--- src/rtl/keccak_control.sv ---
// Sequences one message through the Keccak core: clear state, absorb each rate block, run the rounds, drain the digest.
// Latency: Buffer_full seen in WAIT_BLOCK -> Absorb_en next cycle; NUM_ROUNDS+1 cycles from ABSORB back to WAIT_BLOCK.
// Backpressure: a full buffer is held until WAIT_BLOCK; Ready is the only release back to keccak_buffer.
module keccak_control #(
    parameter int NUM_ROUNDS   = 24,
    parameter int DRAIN_CYCLES = 5
) (
    input  logic       Clock,
    input  logic       Reset,
    input  logic       Start,
    input  logic       Din_valid,
    input  logic       Last_block_in,
    input  logic       Buffer_full,
    output logic       State_init,
    output logic       Absorb_en,
    output logic       Perm_en,
    output logic [4:0] Round_number,
    output logic       Ready,
    output logic       Last_block,
    output logic       Busy,
    output logic       Done
);

    localparam int DRAIN_W = (DRAIN_CYCLES > 1) ? $clog2(DRAIN_CYCLES) : 1;

    typedef enum logic [2:0] {
        S_IDLE,
        S_INIT,
        S_WAIT_BLOCK,
        S_ABSORB,
        S_PERMUTE,
        S_SQUEEZE,
        S_DRAIN
    } state_t;

    state_t               state_q, state_d;
    logic [4:0]           round_q;
    logic [DRAIN_W-1:0]   drain_q;
    logic                 last_loading_q;
    logic                 last_pending_q;
    logic                 last_seen;
    logic                 last_round;
    logic                 last_drain;

    assign last_seen  = Din_valid & Last_block_in;
    assign last_round = (round_q == 5'(NUM_ROUNDS - 1));
    assign last_drain = (drain_q == DRAIN_W'(DRAIN_CYCLES - 1));

    always_ff @(posedge Clock) begin
        if (Reset) begin
            state_q        <= S_IDLE;
            round_q        <= '0;
            drain_q        <= '0;
            last_loading_q <= 1'b0;
            last_pending_q <= 1'b0;
        end else begin
            state_q <= state_d;
            unique case (state_q)
                S_INIT: begin
                    last_loading_q <= 1'b0;
                    last_pending_q <= 1'b0;
                end
                S_WAIT_BLOCK: begin
                    if (last_seen) last_loading_q <= 1'b1;
                end
                S_ABSORB: begin
                    // A last flag arriving in the absorb cycle itself belongs to this block.
                    last_pending_q <= last_loading_q | last_seen;
                    last_loading_q <= 1'b0;
                    round_q        <= '0;
                end
                S_PERMUTE: begin
                    // A flag raised here is for the block now loading, not the one permuting.
                    if (last_seen) last_loading_q <= 1'b1;
                    if (!last_round) round_q <= round_q + 5'd1;
                end
                S_SQUEEZE: begin
                    drain_q <= '0;
                end
                S_DRAIN: begin
                    if (!last_drain) drain_q <= drain_q + 1'b1;
                end
                default: ;
            endcase
        end
    end

    always_comb begin
        state_d      = state_q;
        State_init   = 1'b0;
        Absorb_en    = 1'b0;
        Perm_en      = 1'b0;
        Round_number = 5'd0;
        Ready        = 1'b0;
        Last_block   = 1'b0;
        Busy         = (state_q != S_IDLE);
        Done         = 1'b0;
        unique case (state_q)
            S_IDLE: begin
                if (Start) state_d = S_INIT;
            end
            S_INIT: begin
                State_init = 1'b1;
                state_d    = S_WAIT_BLOCK;
            end
            S_WAIT_BLOCK: begin
                if (Buffer_full) state_d = S_ABSORB;
            end
            S_ABSORB: begin
                Absorb_en = 1'b1;
                Ready     = 1'b1;
                state_d   = S_PERMUTE;
            end
            S_PERMUTE: begin
                Perm_en      = 1'b1;
                Round_number = round_q;
                if (last_round) state_d = last_pending_q ? S_SQUEEZE : S_WAIT_BLOCK;
            end
            S_SQUEEZE: begin
                Ready      = 1'b1;
                Last_block = 1'b1;
                state_d    = S_DRAIN;
            end
            S_DRAIN: begin
                if (last_drain) begin
                    Done    = 1'b1;
                    state_d = S_IDLE;
                end
            end
            default: state_d = S_IDLE;
        endcase
    end

endmodule

--- config.mk ---
export PLATFORM = sky130hd
export DESIGN_NAME = keccak_control
export DESIGN_NICKNAME = d
export VERILOG_FILES = /design/src/rtl/keccak_control.sv
export SDC_FILE = /design/constraint.sdc
export NUM_CORES = 1
export LEC_CHECK = 0
export ABC_AREA = 1
export CAP_MARGIN = 40
export CORE_ASPECT_RATIO = 0.9
export CORE_MARGIN = 10
export CORE_UTILIZATION = 32
export CTS_BUF_LIST = sky130_fd_sc_hd__clkbuf_4 sky130_fd_sc_hd__clkbuf_8 sky130_fd_sc_hd__clkbuf_16
export DETAILED_ROUTE_END_ITERATION = 8
export DONT_BUFFER_PORTS = 1
export PLACE_DENSITY_LB_ADDON = 0.15
export SLEW_MARGIN = 20
export SYNTH_ARGS = -nofsm -noshare
export SYNTH_HDL_FRONTEND = slang
export SYNTH_SLANG_ARGS = --single-unit
--- constraint.sdc ---
create_clock -name Clock -period 1.4 [get_ports Clock]
set_clock_uncertainty 0.1 [all_clocks]
set_input_delay 0.35 -clock Clock [delete_from_list [all_inputs] [get_ports Clock]]
set_output_delay 0.35 -clock Clock [all_outputs]
set_load 0.1 [all_outputs]
==> metrics.txt <==
flop-to-flop setup slack -0.11 ns; crit path kind reg2out; Yosys reg bits 13; final cell area excluding filler cells 1590 um2; Slowest cell on crit path dfxtp_4; root buffer cell clkbuf_4; Internal Power 1.50 mW; HPWL Detailed 1810 um; TNS Setup -3.73 ns; fin crit period 1.73 ns; Die X 73.3 um; Final Power 3.07 mW; Setup Slack @ Placement -0.0817 ns; drt pass-1 iters 4; Final Hold Vio Count 0; PwrDens 1930 nW/um2; fin crit share 1.24; Synth warnings 0; layout cells sized above 1 0.599; WL final 2680 um; Worst-Skew Late Latency 0.29 ns; Seq/Total Area, Yosys 0.319; P_sw 1.57 mW; area delta synth->final 94.5%; port bufs 0; DRC 0; crit path cell chain nor2_4 > buf_4 > buf_6 > nand2_4 > buf_12; Initial Utilization 0.334; ANT nets after route 0; Max clock buf depth 2; fin cells 190; M1 wire length 1110 um; initial DRC count 41; dpl cells 172; status complete, but fails checks; core area 2450 um2; max_cap viols 0; hold depth 1; # fillers 194; synthesized area 817 um2; WL/cell 14.1 um; ant diodes 0; Final #Nets 172; Vias/cell 4.93; final core utilization 0.650; commonest non-fill, non-tap cell in the layout buf_4; WP data required 0.95 ns; maximum fanout along the worst path 5; die area 4980 um2; I/O Pins 18; Post-Syn Nets 130; Highest Signal Layer met4; RSZ-0062 raised after global routing yes; failing checks setup timing; distinct cell type count after synthesis 23; pin count of the biggest net entering global routing 9; Comb power frac 0.713; GP Congestion 0.866; final number of setup-violating endpoints 15; DR WL met3 95 um; area leader, netlist dfxtp_1; Die Y 67.9 um; # H-tree levels 1; gr usage total 0.101; maximum clock frequency 578 MHz; Arrival @ worst endpoint 1.28 ns; Synth top area share 0.319; worst hold path class in2reg; Max stage delay on crit path 0.38 ns; Worst setup SP type register; Net Sw Frac 0.512; Pleak 0.680 nW; via count 937; clock share of power 0.090; metal2 WL 1420 um; leading post-synthesis cells by cell area dfxtp_1 (32%), nand2_1 (11%), inv_1 (6.9%); CTS tree yes; cts bufs inserted 3; vias in the first global route 880; Placed Area 1290 um2; Worst Setup End Kind primary output; WHS 0.0268 ns; initial antenna violation count 0; Overflow after GRT 0; R2R depth 8; Post-Synthesis Cells 121; CTS Sinks 13; fin. max-slew vios 0; global-route wire length before repair 3960 um; worst vdd ir 1.75 mV; row cnt 17; commonest non-fill, non-tap cells in the layout buf_4 (24), nand2_1 (14), buf_12 (11), inv_1 (9); worst setup margin -0.330 ns; Reg power frac 0.198; worst slew pin tran 0.275 ns; syn avg cell area 6.75 um2; CTS clk-pin slew, worst paths 0.09 ns; Max-Slew Margin vs Limit 0.817
==> power by group through the flow <==
| stage | Combinational (mW) | Sequential [mW] | Clock, mW |
|---|---|---|---|
| 2_1_floorplan | 1.18 | 0.571 | 0 |
| 3_3_place_gp | 1.68 | 0.592 | 0 |
| 3_5_place_dp | 1.70 | 0.597 | 0 |
| 4_1_cts | 1.83 | 0.589 | 0.281 |
| 5_1_grt | 2.33 | 0.618 | 0.304 |
| 6_report | 2.19 | 0.608 | 0.275 |
==> worst paths after layout <==
check	startpoint	endpoint
max	state_q[0]	Busy
min	Reset	drain_q[2]
max reg2reg	state_q[0]	state_q[2]
min reg2reg	last_loading_q	last_loading_q
==> cell usage after synthesis <==
library cell  count
nand2_1          24
inv_1            15
nor2_1           14
dfxtp_1          13
a21oi_1          10
nand3_1          10
o21ai_0           6
nand2_2           4
ha_1              3
inv_2             3
nand4_1           3
nor2_4            3
a22oi_1           2
nand2_4           2
a21o_1            1
a31oi_1           1
buf_4             1
inv_4             1
nand3_2           1
nand3b_1          1
nor3_1            1
o21ai_1           1
xor2_1            1
==> cells by family (layout without fill, tap and decap cells) <==
group           count (synthesis)  in the layout  synth area share
simple gates                   63             63             0.386
compound gates                 21             21             0.139
buf+inv                        20             61            0.0995
flops                          13             13             0.319
fa+ha+maj                       3              3            0.0459
xor+xnor                        1              1            0.0107
==> repair_timing <==
action	4_1_cts	5_1_grt
endpoints found under the setup margin	17	23
buffers inserted	6	7
resized for setup	8	35
endpoints found under the hold margin	0	4
pin swaps	4	13
hold buffers	0	1
==> registers in the layout, summed over array words and instances, names as in the netlist <==
signal	cells
round_q	5
drain_q	3
state_q	3
last_loading_q	1
last_pending_q	1
==> metal layers <==
| layer | track usage | vias up |
|---|---|---|
| li1 | - | 478 |
| met1 | 0.116 | 434 |
| met2 | 0.168 | 19 |
| met3 | 0.0347 | 6 |
| met4 | 0.0427 | 0 |
| met5 | 0 | - |
==> cell type report <==
class	instances	area, um2	area share
clock buffer	4	30.0	0.0189
tap	28	35.0	0.0220
inverter	19	96.3	0.0606
timing repair buffer	38	437	0.275
sequential	13	277	0.174
multi-input combinational	88	714	0.450
==> worst max-delay path: cells and delay by family (launching register included) <==
family	cells	cell delay, ns
buf+inv	3	0.40
simple gates	2	0.22
flops	1	0.38
No activity file was read; power rests on OpenSTA's default activity.
